===== src/rtl/pwm_decoder.sv =====
// pwm_decoder: recovers 8-bit samples from a 256-cycle-frame PWM stream.
// The input is synchronized, frame alignment is tracked by a phase counter,
// high cycles are accumulated per frame and published with a one-cycle strobe.
//
//   state       | meaning
//   ------------+-----------------------------------------------------------
//   ST_UNLOCKED | no alignment; waiting for a rising edge to start a frame
//   ST_ACQUIRE  | aligned to a candidate rise; first frame not yet verified
//   ST_LOCKED   | alignment confirmed; counter flywheels across empty frames
//
// SYNC_STAGES must be at least 2.
module pwm_decoder #(
  parameter int SYNC_STAGES = 2
) (
  input  logic       clk,
  input  logic       nRst,
  input  logic       pwm_i,
  output logic [7:0] sample_o,
  output logic       sample_valid,
  output logic       locked,
  output logic       frame_err
);

  typedef enum logic [1:0] {
    ST_UNLOCKED = 2'd0,
    ST_ACQUIRE  = 2'd1,
    ST_LOCKED   = 2'd2
  } state_t;

  state_t state_q, state_d;

  logic [SYNC_STAGES-1:0] sync_q;
  logic                   pwm_s;
  logic                   pwm_q;
  logic                   rise;

  logic [7:0] phase_q, phase_d;
  logic [7:0] hi_cnt_q, hi_cnt_d;
  logic [7:0] sample_q, sample_d;
  logic       valid_q, valid_d;
  logic       err_q, err_d;

  assign pwm_s = sync_q[SYNC_STAGES-1];
  assign rise  = pwm_s & ~pwm_q;

  // Synchronizer chain plus one-cycle delay for edge detection.
  always_ff @(posedge clk or negedge nRst) begin
    if (!nRst) begin
      sync_q <= '0;
      pwm_q  <= 1'b0;
    end else begin
      sync_q <= {sync_q[SYNC_STAGES-2:0], pwm_i};
      pwm_q  <= pwm_s;
    end
  end

  // FSM state register.
  always_ff @(posedge clk or negedge nRst) begin
    if (!nRst) begin
      state_q <= ST_UNLOCKED;
    end else begin
      state_q <= state_d;
    end
  end

  // Frame counter, accumulator and published-sample registers.
  always_ff @(posedge clk or negedge nRst) begin
    if (!nRst) begin
      phase_q  <= 8'd0;
      hi_cnt_q <= 8'd0;
      sample_q <= 8'd0;
      valid_q  <= 1'b0;
      err_q    <= 1'b0;
    end else begin
      phase_q  <= phase_d;
      hi_cnt_q <= hi_cnt_d;
      sample_q <= sample_d;
      valid_q  <= valid_d;
      err_q    <= err_d;
    end
  end

  // Next-state and datapath decisions. A rise cycle is phase 0 and already
  // counts as one high cycle, so realignment jumps straight to phase 1.
  always_comb begin
    state_d  = state_q;
    phase_d  = phase_q;
    hi_cnt_d = hi_cnt_q;
    sample_d = sample_q;
    valid_d  = 1'b0;
    err_d    = 1'b0;

    case (state_q)
      ST_UNLOCKED: begin
        if (rise) begin
          state_d  = ST_ACQUIRE;
          phase_d  = 8'd1;
          hi_cnt_d = 8'd1;
        end
      end

      ST_ACQUIRE, ST_LOCKED: begin
        phase_d = phase_q + 8'd1;
        if (rise && (phase_q != 8'd0)) begin
          // Mid-frame rise (including at phase 255): realign, drop the frame.
          err_d    = 1'b1;
          state_d  = ST_ACQUIRE;
          phase_d  = 8'd1;
          hi_cnt_d = 8'd1;
        end else if (phase_q == 8'd255) begin
          if (pwm_s) begin
            err_d    = 1'b1;
            state_d  = ST_UNLOCKED;
            phase_d  = 8'd0;
            hi_cnt_d = 8'd0;
          end else begin
            sample_d = hi_cnt_q;
            valid_d  = 1'b1;
            state_d  = ST_LOCKED;
          end
        end else if (phase_q == 8'd0) begin
          // Only reachable while locked; a missing rise here is a zero sample.
          hi_cnt_d = {7'd0, pwm_s};
        end else begin
          hi_cnt_d = hi_cnt_q + {7'd0, pwm_s};
        end
      end

      default: begin
        state_d  = ST_UNLOCKED;
        phase_d  = 8'd0;
        hi_cnt_d = 8'd0;
      end
    endcase
  end

  // Output decode.
  always_comb begin
    locked       = (state_q == ST_LOCKED);
    sample_o     = sample_q;
    sample_valid = valid_q;
    frame_err    = err_q;
  end

endmodule


===== config.mk =====
export PLATFORM = sky130hd
export DESIGN_NAME = pwm_decoder
export DESIGN_NICKNAME = d
export VERILOG_FILES = /design/src/rtl/pwm_decoder.sv
export SDC_FILE = /design/constraint.sdc
export NUM_CORES = 1
export LEC_CHECK = 0
export CAP_MARGIN = 0
export CORE_MARGIN = 3
export CORE_UTILIZATION = 30
export DETAILED_ROUTE_END_ITERATION = 8
export HOLD_SLACK_MARGIN = 0.02
export PLACE_DENSITY = 0.45
export SETUP_SLACK_MARGIN = 0.5
export SLEW_MARGIN = 20
export SYNTH_ARGS = -nofsm -noshare
export SYNTH_HDL_FRONTEND = slang
export SYNTH_SLANG_ARGS = --single-unit

===== constraint.sdc =====
create_clock -name clk -period 4.5 [get_ports clk]
set_input_delay 1.35 -clock clk [delete_from_list [all_inputs] [get_ports clk]]
set_output_delay 1.35 -clock clk [all_outputs]
set_load 0.01 [all_outputs]

==> results.cfg <==
[power_and_ir_drop]
p_sw_frac = 0.3952
seq_power_share = 0.358
vdd_drop_max_uv = 157.5
p_switching_mw = 0.3670
power_density_mw_per_mm2 = 472.7
combPwrFrac = 0.414
pwr-share-clk = 0.227
leakage_nw = 0.8302
p_int_mw = 0.5616
fin_total_pwr_mw = 0.9286

[critical_path]
slowest_stage = clkdlybuf4s50_1
crit_chain = inv_1, ha_1, clkdlybuf4s50_1
critPathTopFamily = buffers and inverters
startpoint_type = register
critPathMaxFanout = 3
cp-end-kind = output pin
worstSetupPathType = reg -> out
cpPeakStageDelay_ps = 530
crit_required_ps = 3150
worst-path-buf-inv = 2
cp.arrival_ps = 1430

[synth]
yosys_most_used_dff = dfrtp_1
synthArstFlopShare = 1.000
synthTopCellsByCount = dfrtp_1, inv_1, nand2_1, a31oi_1, nand4_1
synth_xor_area_frac = 0.01570
ys_ff_latch = 31
yosysSeqAreaShare = 0.4634
syn-num-nets = 168
synth_fa_ha_area_frac = 0.05979
synth_compound_area_frac = 0.1487
netlist_top_cells_area = dfrtp_1, ha_1, mux2_1, a31oi_1, nand4_1
synth_edf_count = 0
synth_top_family_by_area = simple AND/OR/NAND/NOR gates
synthCells = 157
synth_mux_area_frac = 0.09268
synth.distinct_cells = 40
yosys_warnings = 0
synth_area_mm2 = 0.001674
synth.most_common_cell = dfrtp_1
synth_top_area_cell = dfrtp_1
synth_top_area_share = 0.4634
synthSimpleGateAreaFrac = 0.1831
syn_avg_cell_area_um2 = 10.66

[flow_run]
cap_violations = 0

[floorplanning]
die-area_mm2 = 0.006512
core_mm2 = 0.005238
ios = 14
die_x_um = 80.70
start_util = 0.3196
die_h_um = 80.70
row_count = 26

[cells_and_area]
synthToLayoutAreaGrowth_pct = 17.34
layout-drive-gt1-share = 0.09714
layout.nets = 185
num_antenna_cells = 0
fill_cells = 528

[detailed_routing]
wl_per_cell_um = 14.42
detail-route-antenna-nets = 0
wl_mm = 3.534
drt_iter0_markers = 55
viasPerCell = 5.241
vias = 1284
drcViolationCount = 0
dr.pass1.iters = 4

[cts]
root_buffer = clkbuf_8
cts_setup_buffers = 0
cts_hold_buf = 0
post_cts_resized = 0
clk_pin_slew_worst_paths_ps = 70
htreeDepth = 2
cts_made_buffers = 5
clock_tree.buffer_depth = 2
insertion_delay_ps = 280
cts_sinks = 31
cts_tree = done

[sta]
finalHoldViolCount = 0
min_period_ps = 2782
worstMarginPinSlew_ps = 684.0
max_freq_ghz = 0.3595
tns_ps = 0
timing.slew.headroom = 0.5431
finalSetupViolations = 0
report.final.slew_viol_count = 0
finalCritPeriodShare = 0.6181
rsz0062_at_grt = false
fin_worst_skew_ps = 8.959

[placement]
gp_congestion = 0.7947
hpwl_mm = 2.545
io_buffers = 13

[global_route]
grt_use_total = 0.1256
grt_max_degree = 32
antenna_found_initial = 0
grt_pass1_vias = 1308
grt_pass1_wl_mm = 6.258
globalRouteOverflowTotal = 0

[status]
status = finished, final reports clean

[min_path]
hold_path_class = reg -> reg
[placed cells by master, fill, tap and decap left out, types with 5 or more instances in the layout]
cell type,netlist,routed
dfrtp_1,31,31
clkbuf_8,0,5
nor2_1,8,8
a31oi_1,9,9
mux2_1,8,8
inv_1,11,11
nand3_1,7,7
clkdlybuf4s50_1,0,13
ha_1,8,8
nand2_1,10,10
nand4_1,9,9
mux2i_1,5,5
[cells by family (layout without fill, tap and decap cells)]
family          Yosys count  count (layout)
mux                      14              14
buf+inv                  15              33
fa+ha+maj                 8               8
xor+xnor                  3               3
compound gates           34              34
simple gates             52              52
flops                    31              31
[power groups by stage]
stage               combinational [mW]  sequential [mW]  clock, mW
floorplan                        0.300            0.332          0
global placement                 0.381            0.337          0
detailed placement               0.389            0.338          0
CTS                              0.389            0.333      0.218
global route                     0.437            0.338      0.230
finish                           0.385            0.333      0.211
[cell type report]
cell class,count,area (µm²),area share
clock buffers,6,72.57,0.03694
clock inverters,2,12.51,0.006369
inverters,11,41.29,0.02102
multi-input cells,111,837.1,0.4261
flip-flops and latches,31,775.7,0.3949
well taps,70,87.58,0.04459
repair buffers,14,137.6,0.07006
[flip-flops by register name (all words and copies together) (netlist names)]
signal and cells:
sync_q 2, sample_o 8, frame_err 1, state_q 2, sample_valid 1, pwm_q 1
phase_q 8, hi_cnt_q 8
[path summary, 6_finish.rpt]
kind,startpoint,endpoint,slack (ps),cells past startpoint
max,state_q[0],locked,1720,3
min,sync_q[0],sync_q[1],350,0
max reg2reg,state_q[0],state_q[1],2440,6
min reg2reg,sync_q[0],sync_q[1],350,0
max in group asynchronous,nRst,hi_cnt_q[4],2740,2
min in group asynchronous,nRst,sample_o[5],1460,2
[stage by stage]
stage               instance area [µm²]  std cells  hold slack [ps]    util  worst slack (ps)
floorplan                          1674        157            331.2       -              2518
global placement                   1879        237            338.8  0.3588              2027
detailed placement                 1879        237            337.2  0.3588              2013
CTS                                1964        245            353.0  0.3751              1699
global route                       1964        245            354.5  0.3751              1644
finish                             1964        245            350.4  0.3751              1718
[per-layer routing]
layer / GRT usage / vias to the layer above / share of wire
li1: - / 613 / -
met2: 0.2127 / 18 / 0.52
met1: 0.1474 / 647 / 0.43
met4: 0.05405 / 0 / 0.018
met5: 0 / - / 0
met3: 0.03700 / 6 / 0.037
(Power assumes the default switching activity.)
